`src/rtl/serial_adder_pkg.sv`:
```
// rtl/serial_adder_pkg.sv - shared FSM state type and sizing constants for serial_adder
package serial_adder_pkg;

    localparam int DEFAULT_WIDTH = 8;

    typedef enum logic [1:0] {
        IDLE = 2'd0,
        RUN  = 2'd1,
        DONE = 2'd2
    } state_t;

    // Counter must reach WIDTH itself, so one bit beyond the index width.
    function automatic int cnt_bits(input int width);
        return $clog2(width) + 1;
    endfunction

endpackage

```
`src/rtl/serial_fa_cell.sv`:
```
// rtl/serial_fa_cell.sv - one-bit full adder cell used by serial_adder
module serial_fa_cell (
    input  logic a,
    input  logic b,
    input  logic ci,
    output logic s,
    output logic co
);

    assign s  = a ^ b ^ ci;
    assign co = (a & b) | (a & ci) | (b & ci);

endmodule

```
`src/rtl/serial_adder.sv`:
```
// rtl/serial_adder.sv - bit-serial adder, LSB first; SERIAL_ADDER_OVF_EN adds signed overflow output ovf
module serial_adder
    import serial_adder_pkg::*;
#(
    parameter int WIDTH = DEFAULT_WIDTH
) (
    input  logic             clk,
    input  logic             rst_n,
    input  logic             start,
    input  logic [WIDTH-1:0] a,
    input  logic [WIDTH-1:0] b,
    input  logic             cin,
    output logic             busy,
    output logic             done,
    output logic [WIDTH-1:0] sum,
    output logic             cout
`ifdef SERIAL_ADDER_OVF_EN
    ,
    output logic             ovf
`endif
);

    localparam int CW = cnt_bits(WIDTH);

    state_t           state_q;
    state_t           state_d;
    logic [WIDTH-1:0] a_q;
    logic [WIDTH-1:0] b_q;
    logic [WIDTH-1:0] sum_q;
    logic             carry_q;
    logic             cout_q;
    logic [CW-1:0]    cnt_q;
    logic             load;
    logic             step;
    logic             last;
    logic             fa_s;
    logic             fa_co;

    assign last = (cnt_q == CW'(WIDTH - 1));

    always_ff @(posedge clk or negedge rst_n) begin
        if (!rst_n) begin
            state_q <= IDLE;
        end else begin
            state_q <= state_d;
        end
    end

    always_comb begin
        state_d = state_q;
        load    = 1'b0;
        step    = 1'b0;
        busy    = 1'b0;
        done    = 1'b0;
        case (state_q)
            IDLE: begin
                if (start) begin
                    load    = 1'b1;
                    state_d = RUN;
                end
            end
            RUN: begin
                busy = 1'b1;
                step = 1'b1;
                if (last) begin
                    state_d = DONE;
                end
            end
            DONE: begin
                busy    = 1'b1;
                done    = 1'b1;
                state_d = IDLE;
            end
            default: begin
                state_d = IDLE;
            end
        endcase
    end

    serial_fa_cell u_fa (
        .a  (a_q[0]),
        .b  (b_q[0]),
        .ci (carry_q),
        .s  (fa_s),
        .co (fa_co)
    );

    // Operands shift right so bit 0 always feeds the cell; sum fills from the MSB end.
    always_ff @(posedge clk or negedge rst_n) begin
        if (!rst_n) begin
            a_q     <= '0;
            b_q     <= '0;
            sum_q   <= '0;
            carry_q <= 1'b0;
            cnt_q   <= '0;
        end else if (load) begin
            a_q     <= a;
            b_q     <= b;
            sum_q   <= '0;
            carry_q <= cin;
            cnt_q   <= '0;
        end else if (step) begin
            a_q     <= {1'b0, a_q[WIDTH-1:1]};
            b_q     <= {1'b0, b_q[WIDTH-1:1]};
            sum_q   <= {fa_s, sum_q[WIDTH-1:1]};
            carry_q <= fa_co;
            cnt_q   <= cnt_q + CW'(1);
        end
    end

`ifdef SERIAL_ADDER_OVF_EN
    logic ovf_q;

    // On the MSB step carry_q is the carry into the MSB.
    always_ff @(posedge clk or negedge rst_n) begin
        if (!rst_n) begin
            cout_q <= 1'b0;
            ovf_q  <= 1'b0;
        end else if (load) begin
            cout_q <= 1'b0;
            ovf_q  <= 1'b0;
        end else if (step && last) begin
            cout_q <= fa_co;
            ovf_q  <= carry_q ^ fa_co;
        end
    end

    assign ovf = ovf_q;
`else
    always_ff @(posedge clk or negedge rst_n) begin
        if (!rst_n) begin
            cout_q <= 1'b0;
        end else if (load) begin
            cout_q <= 1'b0;
        end else if (step && last) begin
            cout_q <= fa_co;
        end
    end
`endif

    assign sum  = sum_q;
    assign cout = cout_q;

endmodule

```
`config.mk`:
```
export PLATFORM = sky130hd
export DESIGN_NAME = serial_adder
export DESIGN_NICKNAME = d
export VERILOG_FILES = /design/src/rtl/serial_adder_pkg.sv /design/src/rtl/serial_fa_cell.sv /design/src/rtl/serial_adder.sv
export SDC_FILE = /design/constraint.sdc
export NUM_CORES = 1
export LEC_CHECK = 0
export CORE_MARGIN = 3
export CORE_UTILIZATION = 35
export CTS_BUF_LIST = sky130_fd_sc_hd__clkbuf_16
export DETAILED_ROUTE_END_ITERATION = 12
export SETUP_SLACK_MARGIN = 0.02
export SLEW_MARGIN = 20
export SYNTH_ARGS = -nofsm -noshare
export SYNTH_HDL_FRONTEND = slang
export SYNTH_SLANG_ARGS = --single-unit
export TNS_END_PERCENT = 50
```
`constraint.sdc`:
```
create_clock -name clk -period 2 [get_ports clk]
set_clock_uncertainty 0.15 [all_clocks]
set_input_delay 0.5 -clock clk [delete_from_list [all_inputs] [get_ports clk]]
set_output_delay 0.5 -clock clk [all_outputs]
set_load 0.05 [all_outputs]
```
* After elaboration in Yosys (flattened, before gate mapping)
Index checks and enable logic that the tools add are counted.
** Word-level totals
- Bits in registers :: 32
- Output and inout bits :: 11
** Cells by class
- Add/sub/neg operators :: 1
- Equal/unequal tests :: 5
- Multiplexer cells :: 20
- Bitwise operators :: 7
- Reduce and logical (&&, ||, !) cells :: 6
** Operators by type and width (count)
- 8-bit 2-to-1 mux :: 6
- 1-bit 2-to-1 mux :: 9
- 4-bit 2-to-1 mux :: 2
- 4-bit by 1-bit adder with 4-bit output, second input constant :: 1
- 4-bit by 3-bit == test with 1-bit output, second input constant :: 1
- 2-bit 2-to-1 mux :: 2
- 2-bit != test, second input constant :: 2
- 2-bit one-hot mux with 2 select lines :: 1
- 2-bit nonzero test :: 2
- 1-bit AND :: 3
- 2-bit by 1-bit == test with 1-bit output, second input constant :: 1
- 2-bit == test, second input constant :: 1
- 2-bit zero test :: 1
- 1-bit OR :: 2
- 2-bit AND reduction :: 1
- 2-bit OR reduction :: 1
- 1-bit XOR :: 2
- 1-bit logical AND :: 1

* Logic depth before layout (Yosys ltp)
- Word-level depth :: 5
- Gate-level depth with buffers :: 7
- Gate-level depth less buffers :: 5

* Cells and area by module
A second synthesis with hierarchy kept.
** Second synthesis, totals
- Cell total of the unflattened synthesis :: 136
- Area, all modules :: 1532.7 µm²
** Modules (own cells, without submodules)
- serial_adder :: times used 1, cells an instance 135, area each 1512.7 µm², seq. area each 800.8 µm²
- serial_fa_cell :: times used 1, cells an instance 1, area each 20.0 µm², seq. area each 0.0 µm²

* Worst setup path before layout
OpenSTA, ideal clock, no wires.
- Kind :: register to output
- Start :: register state_q[0]
- End :: output busy
- Arrival :: 0.983 ns
- Data required time :: 1.350 ns
- Path slack :: 0.367 ns
- Stages on the path, launching flop included :: 3
- Cells stage by stage :: dfrtp_1 inv_1 ha_1
** On the way
- Cells in the longest elaborated chain, start to end :: 3
** RTL lines
- start: declaration :: RTL line serial_adder.sv:25 : state_t state_q;
- start signal: assignment :: RTL line serial_adder.sv:45 : state_q <= state_d;
- 2-bit by 1-bit == test with 1-bit output / 2-bit == test (equally long branches) :: RTL line serial_adder.sv:55 : case (state_q)
- 2-bit OR reduction (no line) *
- 1-bit 2-to-1 mux * :: RTL line serial_adder.sv:55
- end: declaration :: RTL line serial_adder.sv:13 : output logic busy,
Every way passes the cells marked *; elsewhere a longest branch is shown, timed or not.

* Worst setup path in the final report
Same ends and word-level chain as after synthesis.

==> results by group <==
Clock network
  – Clock tree from TritonCTS: built
  – Clk root buf: clkbuf_16
  – Clock Path Buffers: 2
  – Post-CTS Setup Bufs: 0
  – Clock slew at reported path FFs: 0.05 ns
  – Clock sinks: 32
  – Total CTS buffers: 5
  – CTS Hold Bufs: 0
  – H-Tree Depth: 2
  – Worst-Skew Late Latency: 0.27 ns
  – PostCTS Resize Cnt: 0

Die
  – Io pins: 31
  – Starting Density: 37.50%
  – Die height: 72.64 microns
  – Die area: 5276 sq um
  – Num rows: 23
  – Core Box Area: 4144 sq um
  – Die width: 72.64 microns

Critical path
  – Max FO, Critical Path: 4
  – Slowest CP cell: dfrtp_1
  – Crit start category: register
  – Crit Path Class: register to output port
  – CP peak stage delay: 0.39 ns
  – CP cell instances: inv_1 > ha_1 > buf_12
  – CP arrival: 1.27 ns
  – R2r setup slk: 0.34 ns
  – Critical Path Stages: 3
  – Bufs and invs on worst path: 2
  – CP top delay family: flip-flops
  – Crit. End Element: output port
  – Worst Path Required: 1.35 ns
  – Reg2reg path depth: 6

Power and ir drop
  – Worst VDD drop: 0.6280 mV
  – Cell Pwr Density: 1660 nW/um^2
  – Leakage power: 0.9371 nW
  – PnR Total Power: 3.352 mW

Global route
  – GRT Total Usage: 11.43%
  – Vias in the first global route: 1017
  – Global-route wire length before repair: 4.671 mm
  – Initial antenna violation count: 0
  – Largest net degree at the start of global routing: 48
  – Overflow left after global routing: 0

Run
  – Max-capacitance violation count: 0

Detailed routing
  – 1st-iter DRT viols: 60
  – Vias per cell: 4.685
  – WL/cell: 12.45 microns
  – Drc violations: 0
  – Drt total wl: 2.764 mm
  – Via count: 1040
  – Drt pass-1 iters: 4
  – Antenna-violating nets left: 0

Timing
  – Fmax: 521.5 MHz
  – Final setup violation count: 0
  – Slew Limit Fails: 0
  – Slew @ Worst Pin: 0.4030 ns
  – Final Critical Period: 1.917 ns
  – Final hold slack: 0.3786 ns
  – Final hold vios: 0
  – Max_slew headroom: 73.13%
  – TNS Setup: 0 ns
  – RSZ-0062 raised after global routing: false
  – Final worst path period share: 95.87%

Cells and area
  – Non-Filler Instances: 222
  – Final net count: 198
  – Layout cells sized above 1: 12.21%
  – Final core utilization: 48.73%
  – Most common cell after layout, fill and taps aside: dfrtp_1
  – Commonest non-fill, non-tap cells in the layout: 32 x dfrtp_1, 24 x mux2i_1, 19 x clkdlybuf4s50_1, 18 x nand2_1, 17 x o21ai_1
  – Area growth from synthesis to layout: 29.95%
  – Antenna cells: 0

Yosys
  – Primary FF master, synth: dfrtp_1
  – Sequential area share after synthesis: 51.53%
  – Mean Syn Cell Area: 11.10 sq um
  – Yosys warns: 0
  – Seq cells post-synth: 32
  – Fraction of registers with async set/reset: 100.0%
  – Post-synth EDFFs: 0
  – Net count after synthesis: 167
  – Post-synthesis cell area: 1554 sq um
  – Distinct cells, synth: 24
  – Cell count after synthesis: 140

Placed design
  – Port bufs: 30
  – Post-DP HPWL: 1.864 mm
  – Gp weighted congestion: 0.7093
  – DP Cell Count: 214

Status
  – Status: completed

Min path
  – Hold Path Stages: 2
  – Min-Delay Path Class: register to register
worst paths after layout:
kind / to / from
max in group asynchronous: a_q[3] / rst_n
min in group asynchronous: state_q[0] / rst_n
min: sum[0] / sum[0]
min reg2reg: sum[0] / sum[0]
max: busy / state_q[0]
max reg2reg: cout / state_q[1]
sequential cells by signal (all words and copies together), names as in the netlist:
| name | cells |
|---|---|
| carry_q | 1 |
| cout | 1 |
| sum | 8 |
| b_q | 8 |
| state_q | 2 |
| cnt_q | 4 |
| a_q | 8 |
logic make-up after synthesis:
| kind of cell | after synthesis | share of synthesized area [%] |
|---|---|---|
| fa+ha+maj | 7 | 6.119 |
| xor+xnor | 3 | 1.691 |
| flops | 32 | 51.53 |
| compound gates | 19 | 6.522 |
| mux | 26 | 16.91 |
| simple gates | 38 | 10.55 |
| buf+inv | 15 | 6.682 |
per-stage QoR:
stage | setup slack [ns] | instance area (sq um)
after global routing | 0.03295 | 2019
final | 0.08257 | 2019
after floorplan | 0.3666 | 1554
after detailed placement | 0.2123 | 1883
after global placement | 0.2440 | 1883
after CTS | 0.07654 | 2019
power breakdown:
part | leakage, nW | switching, mW | total, mW | internal, mW
registers | 0.412 | 0.170 | 1.09 | 0.924
logic | 0.451 | 0.877 | 1.57 | 0.691
clock network | 0.0738 | 0.246 | 0.691 | 0.446
worst register-to-register path, stage by stage, from the launching register on:
cell	delay, ns
dfrtp_1	0.40
inv_1	0.13
ha_2	0.24
buf_12	0.23
nand4b_1	0.15
mux2i_1	0.18
nor2_1	0.06
layer usage:
metal | global-route usage (%) | wire, microns | vias to the layer above | part of all wire, %
met4 | 3.689 | 36 | 0 | 1.3
met2 | 18.14 | 1246 | 25 | 45
met3 | 4.959 | 164 | 4 | 5.9
met1 | 13.98 | 1318 | 490 | 48
li1 | - | - | 521 | -
met5 | 0 | 0 | - | 0
cell usage after synthesis (2+ instances only):
library cell / count / share of area (%)
buf_4: 4 / 1.9
buf_6: 2 / 1.4
dfrtp_1: 32 / 52
ha_1: 6 / 4.8
inv_1: 6 / 1.4
mux2_1: 2 / 1.4
mux2i_1: 24 / 15
nand2_1: 18 / 4.3
nand2b_1: 2 / 0.81
nor2_1: 13 / 3.1
o21ai_1: 17 / 5.5
xor2_1: 2 / 1.1
area by class of cell:
class	count	area, sq um
Multi-Input combinational cell	93	651.9
Clock buffer	5	125.1
Sequential cell	32	800.8
Inverter	6	22.52
Fill cell	382	2125
Timing Repair Buffer	33	345.3
Clock inverter	3	11.26
Tap cell	50	62.56
(Power assumes the default switching activity.)
